**config.mk**
```make
export PLATFORM = sky130hd
export DESIGN_NAME = au_arbiter_flat
export DESIGN_NICKNAME = d
export VERILOG_FILES = /design/src/rtl/au_arbiter_if.sv /design/src/rtl/au_arbiter.sv /design/src/flat_wrapper.sv
export SDC_FILE = /design/constraint.sdc
export NUM_CORES = 1
export LEC_CHECK = 0
export CORE_MARGIN = 3
export CORE_UTILIZATION = 29
export DETAILED_ROUTE_END_ITERATION = 12
export PLACE_DENSITY = 0.63
export SLEW_MARGIN = 20
export SYNTH_ARGS = -nofsm -noshare
export SYNTH_HDL_FRONTEND = slang
export SYNTH_SLANG_ARGS = --single-unit
```
**constraint.sdc**
```tcl
create_clock -name clk -period 2.7 [get_ports clk]
set_clock_uncertainty 0.15 [all_clocks]
set_input_delay 0.405 -clock clk [delete_from_list [all_inputs] [get_ports clk]]
set_output_delay 0.405 -clock clk [all_outputs]
set_load 0.01 [all_outputs]
```
**src/rtl/au_arbiter_if.sv**
```systemverilog
// Requester, arithmetic-unit and drain-control signals of au_arbiter.
// The slave modport is the arbiter's view; master is the surrounding logic.
interface au_arbiter_if;
    logic        req0_valid;
    logic        req1_valid;
    logic        req0_ready;
    logic        req1_ready;
    logic [15:0] req0_x;
    logic [15:0] req1_x;
    logic [7:0]  req0_y;
    logic [7:0]  req1_y;
    logic        req0_mode;
    logic        req1_mode;
    logic [15:0] au_x;
    logic [7:0]  au_y;
    logic        au_mode;
    logic [31:0] au_p;
    logic        rsp0_valid;
    logic        rsp1_valid;
    logic [31:0] rsp_p;
    logic        drain_req;
    logic        drain_done;
    logic        busy;

    modport slave (
        input  req0_valid, req1_valid, req0_x, req1_x, req0_y, req1_y,
        input  req0_mode, req1_mode, au_p, drain_req,
        output req0_ready, req1_ready, au_x, au_y, au_mode,
        output rsp0_valid, rsp1_valid, rsp_p, drain_done, busy
    );

    modport master (
        output req0_valid, req1_valid, req0_x, req1_x, req0_y, req1_y,
        output req0_mode, req1_mode, au_p, drain_req,
        input  req0_ready, req1_ready, au_x, au_y, au_mode,
        input  rsp0_valid, rsp1_valid, rsp_p, drain_done, busy
    );
endinterface

```
**src/rtl/au_arbiter.sv**
```systemverilog
// Two-requester arbiter for a shared pipelined multiplier; results return after LATENCY+1 edges.
// Define AU_ARBITER_FIXED_PRI_EN for fixed req0 priority instead of round-robin.
module au_arbiter #(
    parameter int LATENCY = 2
) (
    input  logic          clk,
    input  logic          reset,
    au_arbiter_if.slave   bus
);

    typedef enum logic [1:0] {
        RUN     = 2'd0,
        DRAIN   = 2'd1,
        DRAINED = 2'd2
    } state_t;

    state_t           r_state;
    logic [LATENCY:0] r_vld;
    logic [LATENCY:0] r_tag;
    logic [15:0]      r_au_x;
    logic [7:0]       r_au_y;
    logic             r_au_mode;
    logic [31:0]      r_rsp_p;
    logic             r_rsp0_vld;
    logic             r_rsp1_vld;

    logic             w_accept;
    logic             w_grant0;
    logic             w_grant1;
    logic             w_xfer;
    logic             w_busy;

    // A drain request blocks grants in the very cycle it is raised.
    assign w_accept = (r_state == RUN) && !bus.drain_req;

`ifdef AU_ARBITER_FIXED_PRI_EN
    assign w_grant0 = w_accept && bus.req0_valid;
    assign w_grant1 = w_accept && bus.req1_valid && !bus.req0_valid;
`else
    logic r_last;  // 1: req1 was granted most recently, so req0 is favoured

    assign w_grant0 = w_accept && bus.req0_valid && (!bus.req1_valid || r_last);
    assign w_grant1 = w_accept && bus.req1_valid && (!bus.req0_valid || !r_last);

    always_ff @(posedge clk or posedge reset) begin
        if (reset) begin
            r_last <= 1'b1;
        end else if (w_grant0) begin
            r_last <= 1'b0;
        end else if (w_grant1) begin
            r_last <= 1'b1;
        end
    end
`endif

    assign w_xfer = w_grant0 || w_grant1;
    assign w_busy = |r_vld;

    always_ff @(posedge clk or posedge reset) begin
        if (reset) begin
            r_au_x    <= 16'h0;
            r_au_y    <= 8'h0;
            r_au_mode <= 1'b0;
        end else if (w_grant0) begin
            r_au_x    <= bus.req0_x;
            r_au_y    <= bus.req0_y;
            r_au_mode <= bus.req0_mode;
        end else if (w_grant1) begin
            r_au_x    <= bus.req1_x;
            r_au_y    <= bus.req1_y;
            r_au_mode <= bus.req1_mode;
        end else begin
            r_au_x    <= 16'h0;
            r_au_y    <= 8'h0;
            r_au_mode <= 1'b0;
        end
    end

    // Tag travels alongside the multiplier pipeline; the last stage picks up au_p.
    always_ff @(posedge clk or posedge reset) begin
        if (reset) begin
            r_vld      <= '0;
            r_tag      <= '0;
            r_rsp_p    <= 32'h0;
            r_rsp0_vld <= 1'b0;
            r_rsp1_vld <= 1'b0;
        end else begin
            r_vld      <= {r_vld[LATENCY-1:0], w_xfer};
            r_tag      <= {r_tag[LATENCY-1:0], w_grant1};
            r_rsp0_vld <= r_vld[LATENCY] && !r_tag[LATENCY];
            r_rsp1_vld <= r_vld[LATENCY] &&  r_tag[LATENCY];
            if (r_vld[LATENCY]) begin
                r_rsp_p <= bus.au_p;
            end
        end
    end

    always_ff @(posedge clk or posedge reset) begin
        if (reset) begin
            r_state <= RUN;
        end else begin
            case (r_state)
                RUN: begin
                    if (bus.drain_req) begin
                        r_state <= DRAIN;
                    end
                end
                DRAIN: begin
                    if (!bus.drain_req) begin
                        r_state <= RUN;
                    end else if (!w_busy) begin
                        r_state <= DRAINED;
                    end
                end
                DRAINED: begin
                    if (!bus.drain_req) begin
                        r_state <= RUN;
                    end
                end
                default: r_state <= RUN;
            endcase
        end
    end

    assign bus.req0_ready = w_grant0;
    assign bus.req1_ready = w_grant1;
    assign bus.au_x       = r_au_x;
    assign bus.au_y       = r_au_y;
    assign bus.au_mode    = r_au_mode;
    assign bus.rsp_p      = r_rsp_p;
    assign bus.rsp0_valid = r_rsp0_vld;
    assign bus.rsp1_valid = r_rsp1_vld;
    assign bus.busy       = w_busy;
    assign bus.drain_done = (r_state == DRAINED);

endmodule

```
**src/flat_wrapper.sv**
```systemverilog
// flat-port wrapper written by rule: the top's interface ports become plain ports
module au_arbiter_flat 
#(
    parameter int LATENCY = 2
)
  (clk, reset, bus_req0_valid, bus_req1_valid, bus_req0_x, bus_req1_x, bus_req0_y, bus_req1_y, bus_req0_mode, bus_req1_mode, bus_au_p, bus_drain_req, bus_req0_ready, bus_req1_ready, bus_au_x, bus_au_y, bus_au_mode, bus_rsp0_valid, bus_rsp1_valid, bus_rsp_p, bus_drain_done, bus_busy);
  au_arbiter_if bus_i ();
  input  logic clk;
  input  logic reset;
  input wire logic [$bits(bus_i.req0_valid)-1:0] bus_req0_valid;
  input wire logic [$bits(bus_i.req1_valid)-1:0] bus_req1_valid;
  input wire logic [$bits(bus_i.req0_x)-1:0] bus_req0_x;
  input wire logic [$bits(bus_i.req1_x)-1:0] bus_req1_x;
  input wire logic [$bits(bus_i.req0_y)-1:0] bus_req0_y;
  input wire logic [$bits(bus_i.req1_y)-1:0] bus_req1_y;
  input wire logic [$bits(bus_i.req0_mode)-1:0] bus_req0_mode;
  input wire logic [$bits(bus_i.req1_mode)-1:0] bus_req1_mode;
  input wire logic [$bits(bus_i.au_p)-1:0] bus_au_p;
  input wire logic [$bits(bus_i.drain_req)-1:0] bus_drain_req;
  output wire logic [$bits(bus_i.req0_ready)-1:0] bus_req0_ready;
  output wire logic [$bits(bus_i.req1_ready)-1:0] bus_req1_ready;
  output wire logic [$bits(bus_i.au_x)-1:0] bus_au_x;
  output wire logic [$bits(bus_i.au_y)-1:0] bus_au_y;
  output wire logic [$bits(bus_i.au_mode)-1:0] bus_au_mode;
  output wire logic [$bits(bus_i.rsp0_valid)-1:0] bus_rsp0_valid;
  output wire logic [$bits(bus_i.rsp1_valid)-1:0] bus_rsp1_valid;
  output wire logic [$bits(bus_i.rsp_p)-1:0] bus_rsp_p;
  output wire logic [$bits(bus_i.drain_done)-1:0] bus_drain_done;
  output wire logic [$bits(bus_i.busy)-1:0] bus_busy;
  assign bus_i.req0_valid = bus_req0_valid;
  assign bus_i.req1_valid = bus_req1_valid;
  assign bus_i.req0_x = bus_req0_x;
  assign bus_i.req1_x = bus_req1_x;
  assign bus_i.req0_y = bus_req0_y;
  assign bus_i.req1_y = bus_req1_y;
  assign bus_i.req0_mode = bus_req0_mode;
  assign bus_i.req1_mode = bus_req1_mode;
  assign bus_i.au_p = bus_au_p;
  assign bus_i.drain_req = bus_drain_req;
  assign bus_req0_ready = bus_i.req0_ready;
  assign bus_req1_ready = bus_i.req1_ready;
  assign bus_au_x = bus_i.au_x;
  assign bus_au_y = bus_i.au_y;
  assign bus_au_mode = bus_i.au_mode;
  assign bus_rsp0_valid = bus_i.rsp0_valid;
  assign bus_rsp1_valid = bus_i.rsp1_valid;
  assign bus_rsp_p = bus_i.rsp_p;
  assign bus_drain_done = bus_i.drain_done;
  assign bus_busy = bus_i.busy;
  au_arbiter #(.LATENCY(LATENCY)) u_core (.clk(clk), .reset(reset), .bus(bus_i));
endmodule
```
**Word-level counts from Yosys, hierarchy flattened**

Index checks and enable logic that the tools add are counted.
Widths: inputs -> output; s select.

- Equality and inequality tests: 5
- Muxes and demuxes: 13
- Reductions and logical operators: 19

Operators by type and width:

| kind | count |
|---|---|
| $mux 16 | 2 |
| $mux 8 | 2 |
| $mux 2 | 4 |
| $logic_and 1x1->1 | 7 |
| $pmux 2 s3 | 1 |
| $logic_not 1->1 | 5 |
| $mux 1 | 4 |
| $ne 2x2->1 const B | 2 |
| $logic_or 1x1->1 | 3 |
| $ne 3x3->1 const B | 1 |
| $reduce_and 3->1 | 1 |
| $reduce_or 3->1 | 1 |
| $eq 2x1->1 const B | 1 |
| $eq 2x2->1 const B | 1 |
| $logic_not 2->1 | 1 |
| $reduce_bool 2->1 | 1 |

- Register bits after elaboration: 68
- Input port bits: 87
- Output and inout port bits: 63
- Logic and storage cells: 47

**Longest topological paths before layout**

Gate-level depths: netlist of run 1.

- Word-level depth: 6
- Gate-level depth with buffers: 5
- Mapped depth without buffers: 3

**Worst setup path after synthesis of run 1**

No wires, ideal clock.

- Path kind: reg-to-output
- Start: register u_core.r_state[1]
- End: output port bus_req1_ready
- Data arrival time: 1038 ps
- Required time: 2145 ps
- Slack: 1107 ps
- Cell stages (with the launch flop): 5
- Buffers on the path: 2
- Path through: dfrtp_1 nor3_4 and3_1 buf_6 buf_6

- Word-level cells in the longest chain between the ends: 4

Ends and longest elaborated chain:

| item | RTL line | source |
|---|---|---|
| from (decl) | au_arbiter.sv:17 | `state_t r_state;` |
| from (signal assigned) | au_arbiter.sv:100 | `r_state <= RUN;` |
| from (signal assigned) | au_arbiter.sv:105 | `r_state <= DRAIN;` |
| from (signal assigned) | au_arbiter.sv:110 | `r_state <= RUN;` |
| $logic_not 2->1 | au_arbiter.sv:34 | `assign w_accept = (r_state == RUN) && !bus.drain_req;` |
| $logic_and 1x1->1 | au_arbiter.sv:34 |  |
| $logic_and 1x1->1 (2 in a row) | au_arbiter.sv:43 | `assign w_grant1 = w_accept && bus.req1_valid && (!bus.req0_valid \|\| !r_last);` |
| to (decl) | flat_wrapper.sv:21 | `output wire logic [$bits(bus_i.req1_ready)-1:0] bus_req1_ready;` |

No other way between the ends.

**Final worst setup path of run 1**

- Start: input port bus_drain_req
- End: output port bus_req0_ready

- Word-level cells in the longest chain between the ends: 4

Ends and longest elaborated chain:

| item | RTL line | source |
|---|---|---|
| from (decl) | flat_wrapper.sv:19 | `input wire logic [$bits(bus_i.drain_req)-1:0] bus_drain_req;` |
| $logic_not 1->1 | au_arbiter.sv:34 |  |
| $logic_and 1x1->1 | au_arbiter.sv:34 |  |
| $logic_and 1x1->1 (2 in a row) | au_arbiter.sv:42 | `assign w_grant0 = w_accept && bus.req0_valid && (!bus.req1_valid \|\| r_last);` |
| to (decl) | flat_wrapper.sv:20 | `output wire logic [$bits(bus_i.req0_ready)-1:0] bus_req0_ready;` |

No other way between the ends.

==> results of run 1 <==
-- layer usage --
layer,GRT usage [%],wire (um)
met1,14.3,2290
met2,20.9,2790
met3,7.36,938
met4,6.20,124
met5,0,0
-- worst min-delay path by stage --
stage	slack (ns)	to	start	depth (start not counted)
2_1_floorplan	0.18	u_core.r_tag[1]$_DFF_PP0_	u_core.r_tag[0]$_DFF_PP0_	0
3_3_place_gp	0.18	u_core.r_tag[1]$_DFF_PP0_	u_core.r_tag[0]$_DFF_PP0_	0
3_5_place_dp	0.18	u_core.r_tag[2]$_DFF_PP0_	u_core.r_tag[1]$_DFF_PP0_	0
4_1_cts	0.20	u_core.r_tag[2]$_DFF_PP0_	u_core.r_tag[1]$_DFF_PP0_	0
5_1_grt	0.21	u_core.r_tag[1]$_DFF_PP0_	u_core.r_tag[0]$_DFF_PP0_	0
6_report	0.20	u_core.r_tag[2]$_DFF_PP0_	u_core.r_tag[1]$_DFF_PP0_	0
-- cells in the mapped netlist (all sizes together) --
| cell type | instances |
|---|---|
| nor2 | 1 |
| nand2 | 1 |
| dfrtp | 67 |
| nor2b | 1 |
| and2 | 1 |
| a31oi | 1 |
| o21a | 1 |
| a21oi | 1 |
| or3 | 1 |
| and3 | 2 |
| nand2b | 2 |
| inv | 2 |
| nor4 | 1 |
| or2 | 1 |
| o311a | 1 |
| a22o | 25 |
| buf | 10 |
| nor3 | 1 |
| mux2 | 32 |
| dfstp | 1 |
-- state kept, by name (all words and copies together), names as in the netlist, 2 cells and up --
signal / count
u_core.r_tag: 3
u_core.bus.au_y: 8
u_core.r_vld: 3
u_core.bus.au_x: 16
u_core.bus.rsp_p: 32
u_core.r_state: 2
-- through the flow --
| stage | std cells | utilization [%] | hold WS (ns) | instance area [um^2] | setup slack (ns) |
|---|---|---|---|---|---|
| finish | 417 | 51.5 | 0.200 | 4270 | 0.276 |
| global route | 417 | 51.5 | 0.206 | 4270 | 0.176 |
| CTS | 417 | 51.5 | 0.201 | 4270 | 0.251 |
| detailed placement | 401 | 49.1 | 0.185 | 4070 | 0.260 |
| global placement | 401 | 49.1 | 0.182 | 4070 | 0.287 |
| floorplan | 153 | - | 0.181 | 2500 | 0.435 |
-- power by group --
part | internal, mW | leakage [nW] | switching [mW] | total, mW
clock | 0.450 | 0.0983 | 0.375 | 0.825
sequential | 1.35 | 0.856 | 0.154 | 1.50
combinational | 0.903 | 0.859 | 0.489 | 1.39
total | 2.70 | 1.81 | 1.02 | 3.72
-- cells in the final DEF, fill, tap and decap left out, types with 2 or more instances in the layout --
master           Yosys  routed
a22o_1              19      19
a22o_2               6       6
and3_1               2       2
buf_4                0       3
clkbuf_8             0      10
clkdlybuf4s50_1      0     149
clkinv_2             0       2
clkinvlp_4           0       2
dfrtp_1             67      67
mux2_2              32      32
nand2b_1             2       2
-- final cells by class --
| cell class | instances | share of cell area (%) |
|---|---|---|
| Inverter | 2 | 0.176 |
| Sequential cell | 68 | 39.9 |
| Tap cell | 105 | 3.07 |
| Multi-Input combinational cell | 73 | 16.3 |
| Clock buffer | 10 | 3.22 |
| Clock inverter | 6 | 1.49 |
| Timing Repair Buffer | 153 | 35.9 |
-- cell families after synthesis --
family	after synthesis
buffers and inverters	12
AND/OR/NAND/NOR	12
multiplexers	32
AO/OA/AOI/OAI	29
flip-flops	68
-- worst reg2reg max path, cell delays in order (launching register included) --
cell     delay, ns
dfrtp_1       0.42
nor3_4        0.23
and3_1        0.23
buf_4         0.29
a22o_1        0.22
==> impl_metrics.toml, run 1 <==
[synthesis]
synth_compound_area_share_pct = 10.2
synth_fa_ha_area_share_pct = 0
ys.warnings.count = 0
netlist.area_leader.share_pct = 67.0
seq_area_frac_synth_pct = 68.1
synth_top_family_by_area = "multiplexers"
synth_fp_nets = 240
synth_mux_area_share_pct = 14.4
synth.largest_area_cell = "dfrtp_1"
avgSynthCellArea_um2 = 16.3
synth.ff_latch_count = 68
synth.area.top_cells = "dfrtp_1 67%, mux2_2 14%, a22o_1 6.7%, a22o_2 2.4%, buf_6 1.8%"
synth_xor_area_share_pct = 0
syn_inst = 153
yosys.area_share.simple_pct = 3.20
syn_area_um2 = 2500
synth_cell_types = 23

[detailed_routing]
drt_iter0_markers = 36
drc = 0
drtAntennaViolNets = 0
drtPass1Iterations = 4
avgViaCountPerCell = 4.41
vias = 1841
post_drt_wl_per_cell_um = 14.7
wirelength_um = 6140

[min_path]
hold_class = "reg2reg"

[setup_path]
crit_cells = 4
setup.worst_path.end = "bus_req0_ready"
worst_path_largest_cell_delay_ns = 0.57
rrSetupSlack_ns = 1.08
ff2ff_path_depth = 4
crit_top_cell = "clkdlybuf4s50_1"
rr_endpoint = "u_core.bus.au_x[7]$_DFF_PP0_"
regToRegStartpoint = "u_core.r_state[1]$_DFFE_PP0P_"
cp.arrival_ns = 1.87
cp-end-kind = "output port"
cp-startpoint = "bus_drain_req"
slowest_stage = "clkdlybuf4s50_1"
critPathKind = "in2out"
crit_buf_inv = 2
cp.required_ns = 2.14
worstSetupStartpointType = "input pin"
cp_max_fo = 4
crit_family = "buffers and inverters"
cp_cell_sequence = "clkdlybuf4s50_1, nor3_4, and3_1, clkdlybuf4s50_1"

[clock_tree]
cts_num_sinks = 68
root_buffer = "clkbuf_8"
post_cts_buffers = 0
path_clk_slew_ns = 0.07
cts-buffers-inserted = 9
cts_hold_buf = 0
insertion_delay_ns = 0.33
htree_num_levels = 3
cts_tree = "built"
cts_buffer_depth = 2
cts-resized-gates = 0

[layout]
area_delta_synth_final_pct = 70.8
n_fill_cell = 749
antenna_cells = 0
seq_area_um2 = 1700
layout-drive-gt1-share_pct = 19.9
multi_input_area_um2 = 696
finalNetCount = 394

[floorplan]
core_um2 = 8300
rows = 33
start_util_pct = 30.1
dieArea_um2 = 9780
die_h_um = 98.9
ios = 150
fp.dieW_um = 98.9

[global_routing]
overflow = 0
track_usage_pct = 13.2
grt_max_degree = 69
antenna_found_initial = 0
grt_pass1_wl_um = 10000
grt_pass1_vias = 1989

[timing]
fin_crit_sh_pct = 89.8
hold_viol = 0
rsz0062_at_grt = "no"
period_needed_ns = 2.42
setup_tns_ns = 0
final_max_slew_viol_count = 0
worstMarginPinSlew_ns = 0.443
slew-limit-headroom_pct = 70.5
setup_viol = 0
fmax_mhz = 413

[pwr]
peakVddDrop_mv = 0.317
power.density_nw_per_um2 = 870
power_mw = 3.72
p_leak_nw = 1.81

[run_status]
status = "completed"

[placement]
port-buffer-count = 149
hpwl_um = 4640
gp_congestion = 0.738

[job]
drv_cap = 0
(Power assumes the default switching activity.)
==> run 2: changes to the inputs <==
--- a/config.mk
+++ b/config.mk
@@ -5,10 +5,12 @@
 export SDC_FILE = /design/constraint.sdc
 export NUM_CORES = 1
 export LEC_CHECK = 0
+export CELL_PAD_IN_SITES_DETAIL_PLACEMENT = 0
+export CELL_PAD_IN_SITES_GLOBAL_PLACEMENT = 1
 export CORE_MARGIN = 3
-export CORE_UTILIZATION = 29
+export CORE_UTILIZATION = 28
 export DETAILED_ROUTE_END_ITERATION = 12
-export PLACE_DENSITY = 0.63
+export PLACE_DENSITY = 0.77
 export SLEW_MARGIN = 20
 export SYNTH_ARGS = -nofsm -noshare
 export SYNTH_HDL_FRONTEND = slang
==> impl_metrics.toml, run 2 (synthesized netlist as in run 1, its figures left out) <==
[timing]
setup_tns_ns = 0
period_needed_ns = 2.44
fmax_mhz = 409
setup_viol = 0
fin_crit_sh_pct = 90.5
hold_viol = 0
final_max_slew_viol_count = 0
worstMarginPinSlew_ns = 0.425
rsz0062_at_grt = "no"
setup_ws_ns = 0.257
slew-limit-headroom_pct = 71.7

[clock_tree]
post_cts_buffers = 0
htree_num_levels = 3
cts_num_sinks = 68
path_clk_slew_ns = 0.06
root_buffer = "clkbuf_8"
cts-resized-gates = 0
cts_buffer_depth = 2
insertion_delay_ns = 0.32
cts_hold_buf = 0
cts-buffers-inserted = 9
cts_tree = "built"

[setup_path]
cp_cell_sequence = "clkdlybuf4s50_1, nor3_4, and3_1, clkdlybuf4s50_1"
cp.arrival_ns = 1.89
worst_path_largest_cell_delay_ns = 0.61
slowest_stage = "clkdlybuf4s50_1"
critPathKind = "in2out"
worstSetupStartpointType = "input pin"
cp-end-kind = "output port"
crit_buf_inv = 2
crit_cells = 4
ff2ff_path_depth = 4
cp.required_ns = 2.14
cp_max_fo = 4
crit_family = "buffers and inverters"
crit_top_cell = "clkdlybuf4s50_1"

[global_routing]
grt_pass1_wl_um = 9780
track_usage_pct = 12.7
grt_pass1_vias = 1957
overflow = 0
antenna_found_initial = 0
grt_max_degree = 69

[detailed_routing]
vias = 1830
drt_iter0_markers = 51
drtPass1Iterations = 4
drtAntennaViolNets = 0
wirelength_um = 6090
avgViaCountPerCell = 4.40
drc = 0
post_drt_wl_per_cell_um = 14.6

[placement]
preCtsSetupSlack_ns = 0.240
gp_congestion = 0.716
dpl-instance-area_um2 = 4070
port-buffer-count = 149
hpwl_um = 4670
placed_cells = 401

[layout]
antenna_cells = 0
finalNetCount = 394
instances_no_fill = 416
layout-drive-gt1-share_pct = 19.0
area_delta_synth_final_pct = 70.9
utilization_pct = 50.7
final_cell_mix = "149 x clkdlybuf4s50_1, 67 x dfrtp_1, 32 x mux2_2"
final_common_cell = "clkdlybuf4s50_1"
largest_register_ffs = 32
final_cell_area_um2 = 4270
n_fill_cell = 776

[pwr]
p_leak_nw = 1.82
power.density_nw_per_um2 = 872
peakVddDrop_mv = 0.281

[floorplan]
fp.dieW_um = 101
core_um2 = 8420
die_h_um = 101
ios = 150
rows = 33
start_util_pct = 29.7
dieArea_um2 = 10100

[run_status]
status = "completed"

[job]
drv_cap = 0

[min_path]
hold_class = "reg2reg"
min_delay_path_depth = 0
run 2: stage by stage:
stage          hold WS [ns]  power, mW
2_1_floorplan         0.181       2.10
3_3_place_gp          0.184       2.91
3_5_place_dp          0.185       2.94
4_1_cts               0.199       3.80
5_1_grt               0.205       3.97
6_report              0.198       3.73
run 2: routing by layer:
metal | GRT usage [%] | wire [um] | vias up
met5 | 0 | 0 | -
li1 | - | - | 860
met3 | 5.67 | 843 | 9
met4 | 5.60 | 94 | 0
met1 | 15.0 | 2330 | 843
met2 | 20.0 | 2820 | 118
run 2: final timing paths:
| kind | endpoint | slack, ns | startpoint |
|---|---|---|---|
| worst max-delay path | bus_req0_ready | 0.26 | bus_drain_req |
| worst max register to register | u_core.bus.au_x[13]$_DFF_PP0_ | 1.12 | u_core.r_state[1]$_DFFE_PP0P_ |
| max in group asynchronous | u_core.r_last$_DFFE_PP1P_ | 1.76 | reset |
| worst min-delay path | u_core.r_tag[1]$_DFF_PP0_ | 0.20 | u_core.r_tag[0]$_DFF_PP0_ |
| min in group asynchronous | u_core.bus.rsp_p[4]$_DFFE_PP0P_ | 0.32 | reset |
| worst min register to register | u_core.r_tag[1]$_DFF_PP0_ | 0.20 | u_core.r_tag[0]$_DFF_PP0_ |
run 2: cell type report:
type | count | area, um^2 | share of cell area, %
inverter | 2 | 7.51 | 0.176
sequential | 68 | 1700 | 39.8
clock buffer | 14 | 173 | 4.04
multi-input combinational | 73 | 696 | 16.3
clock inverter | 1 | 30.0 | 0.703
timing repair buffer | 153 | 1530 | 35.9
tap | 105 | 131 | 3.07
run 2: where the power goes:
part / internal [mW] / leakage (nW) / switching (mW)
logic: 0.903 / 0.859 / 0.486
clock network: 0.499 / 0.103 / 0.340
registers: 1.35 / 0.856 / 0.150
total: 2.75 / 1.82 / 0.977
==> run 3: changes to the inputs <==
--- a/config.mk
+++ b/config.mk
@@ -5,12 +5,13 @@
 export SDC_FILE = /design/constraint.sdc
 export NUM_CORES = 1
 export LEC_CHECK = 0
+export ABC_AREA = 1
 export CELL_PAD_IN_SITES_DETAIL_PLACEMENT = 0
 export CELL_PAD_IN_SITES_GLOBAL_PLACEMENT = 1
 export CORE_MARGIN = 3
-export CORE_UTILIZATION = 28
+export CORE_UTILIZATION = 27
 export DETAILED_ROUTE_END_ITERATION = 12
-export PLACE_DENSITY = 0.77
+export PLACE_DENSITY = 0.79
 export SLEW_MARGIN = 20
 export SYNTH_ARGS = -nofsm -noshare
 export SYNTH_HDL_FRONTEND = slang
==> impl_metrics.toml, run 3 <==
[run_status]
status = "completed"

[timing]
holdWs_ns = 0.199
rsz0062_at_grt = "no"
period_needed_ns = 2.40
setup_ws_ns = 0.296
final_max_slew_viol_count = 0
hold_viol = 0
slew-limit-headroom_pct = 76.2
setup_viol = 0
fmax_mhz = 416
fin_crit_sh_pct = 89.0
setup_tns_ns = 0
worstMarginPinSlew_ns = 0.358

[global_routing]
grt_pass1_vias = 2424
antenna_found_initial = 0
grt_max_degree = 69
grt_pass1_wl_um = 11900
overflow = 0
track_usage_pct = 13.9

[clock_tree]
root_buffer = "clkbuf_8"
post_cts_buffers = 0
cts_num_sinks = 68
cts_buffer_depth = 2
path_clk_slew_ns = 0.07
cts-resized-gates = 0
insertion_delay_ns = 0.33
htree_num_levels = 3
cts-buffers-inserted = 9
cts_hold_buf = 0
cts_tree = "built"

[layout]
final_common_cell = "nand2_1"
final_cell_mix = "151 x nand2_1, 149 x clkdlybuf4s50_1, 67 x dfrtp_1"
final_cell_area_um2 = 4430
largest_register_ffs = 32
layout-drive-gt1-share_pct = 6.61
finalNetCount = 521
area_delta_synth_final_pct = 69.7
antenna_cells = 0

[setup_path]
ff2ff_path_depth = 6
critPathKind = "in2out"
crit_buf_inv = 3
rrSetupSlack_ns = 1.16
cp-end-kind = "output port"
cp_cell_sequence = "clkdlybuf4s50_1, inv_1, nand3_2, nor2_4, clkdlybuf4s50_1"
cp.required_ns = 2.14
cp_max_fo = 4
crit_top_cell = "clkdlybuf4s50_1"
rr_endpoint = "u_core.bus.au_x[1]$_DFF_PP0_"
worstSetupStartpointType = "input pin"
regToRegStartpoint = "u_core.r_state[1]$_DFFE_PP0P_"
worst_path_largest_cell_delay_ns = 0.57
crit_family = "buffers and inverters"
cp.arrival_ns = 1.85
slowest_stage = "clkdlybuf4s50_1"

[synthesis]
synthArstFlopShare_pct = 100
ys.warnings.count = 0
yosysMostFrequentCell = "nand2_1"
synth_common_cells = "151 x nand2_1, 67 x dfrtp_1, 26 x nand3_1"
avgSynthCellArea_um2 = 9.28
seq_area_frac_synth_pct = 65.3
syn_inst = 281
synth.largest_area_cell = "dfrtp_1"
synth_edf_count = 0
syn_area_um2 = 2610
synth_cell_types = 19
synth_fp_nets = 368
synth.area.top_cells = "dfrtp_1 64%, nand2_1 22%, nand3_1 5.0%, inv_1 1.2%, dfstp_2 1.0%"
netlist.area_leader.share_pct = 64.3
synth.ff_latch_count = 68
dominantRegCellSynth = "dfrtp_1"

[pwr]
p_switching_mw = 1.15
peakVddDrop_mv = 0.324
power.density_nw_per_um2 = 828
p_comb_share_pct = 37.8
p_leak_nw = 2.15
clkPwrFrac_pct = 21.8
p_seq_share_pct = 40.5
swShare_pct = 31.5
cell_internal_pwr_mw = 2.51
power_mw = 3.66

[detailed_routing]
drt_iter0_markers = 94
post_drt_wl_per_cell_um = 12.7
vias = 2368
drc = 0
wirelength_um = 7240
drtAntennaViolNets = 0
avgViaCountPerCell = 4.17
drtPass1Iterations = 4

[min_path]
worstHoldEndpoint = "u_core.r_tag[1]$_DFF_PP0_"
min_from = "u_core.r_tag[0]$_DFF_PP0_"
hold_class = "reg2reg"
min_delay_path_depth = 0

[floorplan]
core_um2 = 9330
die_h_um = 104
rows = 35
fp.dieW_um = 104
dieArea_um2 = 10900
start_util_pct = 28.0
ios = 150

[placement]
dpl-instance-area_um2 = 4240
preCtsSetupSlack_ns = 0.276
port-buffer-count = 149
hpwl_um = 5340
gp_congestion = 0.767

[job]
drv_cap = 0
==> run 3: cell types whose count changed after synthesis, sizes merged, moves of 2 or more <==
cell / previous run / this run
nand2: 1 / 153
mux2: 32 / 0
nand3: 0 / 27
a22o: 25 / 0
inv: 2 / 8
clkbuf: 0 / 5
nor2: 1 / 6
and3: 2 / 0
buf: 10 / 8
nand2b: 2 / 0
o21ai: 0 / 2
==> run 3: power by group through the flow <==
stage	Sequential [mW]	Combinational, mW	Clock [mW]
after floorplan	1.64	0.426	0
after global placement	1.49	1.40	0
after detailed placement	1.50	1.41	0
after CTS	1.49	1.42	0.830
after global routing	1.52	1.53	0.878
final	1.48	1.38	0.797
==> run 3: logic make-up after synthesis <==
logic type / share of synthesized area [%]
compound gates: 1.01
buf+inv: 4.22
flops: 65.3
simple gates: 29.5
==> run 3: cell type report <==
cell class                 count  area (um^2)
fill                         952         4900
sequential                    68         1700
timing repair buffer         155         1550
multi-input combinational    191          795
tap                          129          161
clock buffer                  11          131
clock inverter                 5         52.6
inverter                       9         33.8
==> run 3: worst max-delay path by stage <==
| stage | from | end | slack [ns] | cells past startpoint |
|---|---|---|---|---|
| after global placement | bus_drain_req | bus_req1_ready | 0.29 | 5 |
| after CTS | bus_drain_req | bus_req1_ready | 0.27 | 5 |
| after global routing | bus_drain_req | bus_req1_ready | 0.22 | 5 |
| final | bus_drain_req | bus_req1_ready | 0.30 | 5 |
| after floorplan | reset | u_core.bus.au_mode$_DFF_PP0_ | 0.44 | 1 |
| after detailed placement | bus_drain_req | bus_req1_ready | 0.28 | 5 |
==> run 3: per-stage QoR <==
step	util, %	std cells
floorplan	-	281
global placement	45.5	552
detailed placement	45.5	552
CTS	47.4	568
global route	47.4	568
finish	47.4	568
==> run 3: per-layer routing <==
metal	share of wire, %	vias up	global-route usage (%)
met1	37	1069	14.9
met4	1.8	0	5.13
met2	46	120	21.8
met5	0	-	0
li1	-	1166	-
met3	16	13	9.12
==> RTL change 1 (config.mk and constraints of run 1) <==
Add a define of `AU_ARBITER_FIXED_PRI_EN`.
--- a/src/rtl/au_arbiter.sv
+++ b/src/rtl/au_arbiter.sv
@@ -1,5 +1,7 @@
 // Two-requester arbiter for a shared pipelined multiplier; results return after LATENCY+1 edges.
 // Define AU_ARBITER_FIXED_PRI_EN for fixed req0 priority instead of round-robin.
+`define AU_ARBITER_FIXED_PRI_EN
+
 module au_arbiter #(
     parameter int LATENCY = 2
 ) (
Function: changed (a bounded check fails within 4 cycles, from zero or initial values and one cycle with reset high).
==> RTL change 1 against run 1 <==
Non-clock buffer count grew 2; worst hold slack gained 2.0 ps; routed wire length grew 6.3%; global-route usage grew 0.73 points; synthesized area shrank 0.20%; total power shrank 14%; worst setup slack gained 53 ps; via count grew 2.8%; final area grew 1.6%; die area shrank 0.19%; count of clock-buffer cells in the layout is the same; synthesized cell count shrank 2.6%; sequential cell count shrank 1; first-iteration DRC count grew 28%; critical endpoint is now bus_req1_ready.
==> RTL change 1: results (changes against run 1) <==
- Outcome: finished, final reports clean (unchanged)
- WHS: 202 ps (was 200 ps)
- Worst Path Arrival: 1820 ps (was 1870 ps)
- Pint: 2.37 mW (was 2.70 mW)
- Synth cell types: 16 (was 23)
- Synth area leaders: dfrtp_1 67%, mux2_2 14%, a32o_2 8.6%, a32o_1 2.8%, buf_2 1.4% (was dfrtp_1 67%, mux2_2 14%, a22o_1 6.7%, a22o_2 2.4%, buf_6 1.8%)
- Post-synth top cells: 67 x dfrtp_1, 32 x mux2_2, 19 x a32o_2 (was 67 x dfrtp_1, 32 x mux2_2, 19 x a22o_1)
- Seq/Total Area, Yosys: 0.672 (was 0.681)
- VDD IR max: 0.277 mV (was 0.317 mV)
- Compound-Gate Fraction of Synth Area: 0.120 (was 0.102)
- Post-synthesis mux area share: 0.144 (about the same)
- Vias per cell: 4.57 (was 4.41)
- Worst reg-to-reg setup slack: 1190 ps (was 1080 ps)
- Routed wl met2: 3.12 mm (was 2.79 mm)
- Vias in the first global route: 2139 (was 1989)
- Drt initial violations: 46 (was 36)
- Number of nets in the layout: 391 (was 394)
- R2R Path End: u_core.bus.au_x[10] (was u_core.bus.au_x[7])
- Met3 WL: 684 um (was 938 um)
- Cell count after synthesis: 149 (was 153)
- Post-detail-place hpwl: 4.78 mm (was 4.64 mm)
- Post-Place Cells: 398 (was 401)
- Sequential power: 1.30 mW (was 1.50 mW)
- Placer Congestion: 0.693 (was 0.738)
- Worst slack, placed: 329 ps (was 260 ps)
- Final Non-Filler Cells: 414 (was 417)
- Share of cells above drive strength 1: 0.256 (was 0.199)
- Routed wire per std cell: 15.8 um (was 14.7 um)
- Origin of the critical flop-to-flop path: u_core.r_state[0] (was u_core.r_state[1])
-- RTL change 1: changes by cell type after synthesis, moves of 3 or more --
cell / change
buf_2: +3
a22o_2: -6
a32o_1: +7
a22o_1: -19
a32o_2: +19
-- RTL change 1: layout make-up --
type                            count  area (um2)
Timing Repair Buffer              155        1550
Multi-Input combinational cell     69         749
Tap cell                          105         131
Clock inverter                      6        88.8
Sequential cell                    67        1680
Inverter                            2        7.51
Fill cell                         766        3960
Clock buffer                       10         138
-- RTL change 1: critical path: stages --
cell and delay, ps:
clkdlybuf4s50_1 520, nor3_4 160, and2_1 180, clkdlybuf4s50_1 550
-- RTL change 1: how the worst max path moves through the flow --
stage	startpoint	end	slack, ps	cells past startpoint
finish	bus_drain_req	bus_req1_ready	330	4
detailed placement	bus_drain_req	bus_req1_ready	330	4
floorplan	reset	u_core.bus.au_mode	460	1
global placement	bus_drain_req	bus_req1_ready	330	4
CTS	bus_drain_req	bus_req1_ready	320	4
global route	bus_drain_req	bus_req1_ready	270	4
==> RTL change 2 (config.mk and constraints of run 1) <==
Without the edit above. Re-encode `state_t` (3 states) as one-hot, 3 bits wide.
--- a/src/rtl/au_arbiter.sv
+++ b/src/rtl/au_arbiter.sv
@@ -8,10 +8,10 @@
     au_arbiter_if.slave   bus
 );
 
-    typedef enum logic [1:0] {
-        RUN     = 2'd0,
-        DRAIN   = 2'd1,
-        DRAINED = 2'd2
+    typedef enum logic [2:0] {
+        RUN     = 3'b001,
+        DRAIN   = 3'b010,
+        DRAINED = 3'b100
     } state_t;
 
     state_t           r_state;
Function: same outputs for any inputs over 10 cycles, from zero or initial values and one cycle with reset high; not proved beyond that.
==> RTL change 2 against run 1 <==
Via count grew 20%; sequential power down 5%; final area grew 6.4%; synthesized cell count rose by 42%; sequential cell count rose by 1; total power down 4.4%; worst hold slack lost 0.62 ps; first-iteration DRC count rose to 3.2 times the old value; final cell count is 16% higher; routed wire length rose by 14%; synthesized area grew 7.8%; worst setup slack worse by 59 ps; largest cell class unchanged.
==> RTL change 2: results (changes against run 1) <==
- Placement Rows: 34 (was 33)
- Vias: 2210 (was 1841)
- Outcome: finished, final reports clean (unchanged)
- Share of cells above drive strength 1: 0.172 (was 0.199)
- Max_slew headroom: 0.504 (was 0.705)
- Largest net degree at the start of global routing: 36 (was 69)
- Number of diodes: 0 (unchanged)
- Filler instances: 819 (was 749)
- Placer Congestion: 0.731 (was 0.738)
- Compound-Gate Fraction of Synth Area: 0.0659 (was 0.102)
- GR Util met3: 0.0628 (was 0.0736)
- Met2 Use GR: 0.223 (was 0.209)
- XOR/XNOR share of the synthesized area: 0.00325 (was 0)
- Leak Pwr: 1.91 nW (was 1.81 nW)
- Post-detail-place hpwl: 5.25 mm (was 4.64 mm)
- Worst Path Arrival: 1930 ps (was 1870 ps)
- Synth Net Count: 304 (was 240)
- Crit Path Max Fanout: 7 (was 4)
- Synth area leaders: dfrtp_1 62%, mux2_2 13%, a21oi_1 4.8%, nand3_1 4.6%, nand2_1 3.5% (was dfrtp_1 67%, mux2_2 14%, a22o_1 6.7%, a22o_2 2.4%, buf_6 1.8%)
- Largest register FFs: 32 (unchanged)
- Seq/Total Area, Yosys: 0.641 (was 0.681)
- WL final: 7.01 mm (was 6.14 mm)
- Drt initial violations: 116 (was 36)
- First-pass GRT wire length: 10.8 mm (was 10.0 mm)
- Clock transition at path regs: 70 ps (about the same)
- Post-synth top cells: 67 x dfrtp_1, 32 x mux2_2, 26 x a21oi_1 (was 67 x dfrtp_1, 32 x mux2_2, 19 x a22o_1)
- Number of nets in the layout: 459 (was 394)
- Post-synthesis mux area share: 0.137 (was 0.144)
- VDD IR max: 0.262 mV (was 0.317 mV)
- Global routing usage on met1: 0.157 (was 0.143)
- Gr usage total: 0.134 (was 0.132)
==> RTL change 2: cell types whose count changed after synthesis, sizes merged, moves of 2 or more <==
cell,before,now
a21oi,1,26
a22o,25,0
nand3,0,25
nand2,1,25
buf,10,14
nor3b,0,3
o21ai,0,3
and3,2,0
nor2,1,3
==> RTL change 2: worst max-delay path: stages <==
cell and delay [ps]:
clkdlybuf4s50_1 460, or4b_4 620, nor2_1 140, dlygate4sd2_1 300
==> RTL change 2: per-stage QoR <==
stage | setup WS, ps | instance area, um2 | utilization | instances
5_1_grt | 123 | 4550 | 0.511 | 485
3_5_place_dp | -69.1 | 4320 | 0.486 | 469
4_1_cts | 201 | 4550 | 0.511 | 485
3_3_place_gp | -53.1 | 4320 | 0.486 | 469
6_report | 218 | 4550 | 0.511 | 485
2_1_floorplan | 408 | 2700 | - | 217
==> RTL change 2: final timing paths <==
path | slack [ps] | startpoint | to | cells after the start
max in group asynchronous | 1430 | reset | u_core.bus.au_y[5] | 3
worst min register to register | 200 | u_core.r_tag[0] | u_core.r_tag[1] | 0
worst max register to register | 990 | u_core.r_state[0] | u_core.bus.au_y[3] | 3
worst min-delay path | 200 | u_core.r_tag[0] | u_core.r_tag[1] | 0
min in group asynchronous | 370 | reset | u_core.bus.rsp_p[5] | 2
worst max-delay path | 220 | bus_drain_req | bus_req1_ready | 4
==> RTL change 2: logic make-up after synthesis <==
family / Yosys count
XOR/XNOR: 1
buffers and inverters: 17
AND/OR/NAND/NOR: 65
multiplexers: 33
flip-flops: 69
AO/OA/AOI/OAI: 32
==> RTL change 2: report_power, final <==
group | switching, mW | internal [mW]
Sequential | 0.127 | 1.30
Combinational | 0.455 | 0.745
Clock | 0.389 | 0.543
Total | 0.970 | 2.59
==> RTL change 2: cell type report <==
cell class	count	share of cell area
sequential	69	0.380
timing repair buffer	159	0.347
multi-input combinational	131	0.192
clock buffer	10	0.0303
tap	108	0.0297
clock inverter	6	0.0190
inverter	2	0.00165
==> RTL change 2: what timing repair did <==
action | in CTS | in global routing
endpoints found under the setup margin | 2 | 0
hold endpoints to repair | 0 | 0
gates resized for setup | 2 | 0
==> RTL change 2: layer usage <==
metal	vias to the layer above	part of all wire
met5	-	0
met4	0	0.0037
met3	5	0.10
met2	97	0.49
met1	1048	0.41
li1	1060	-
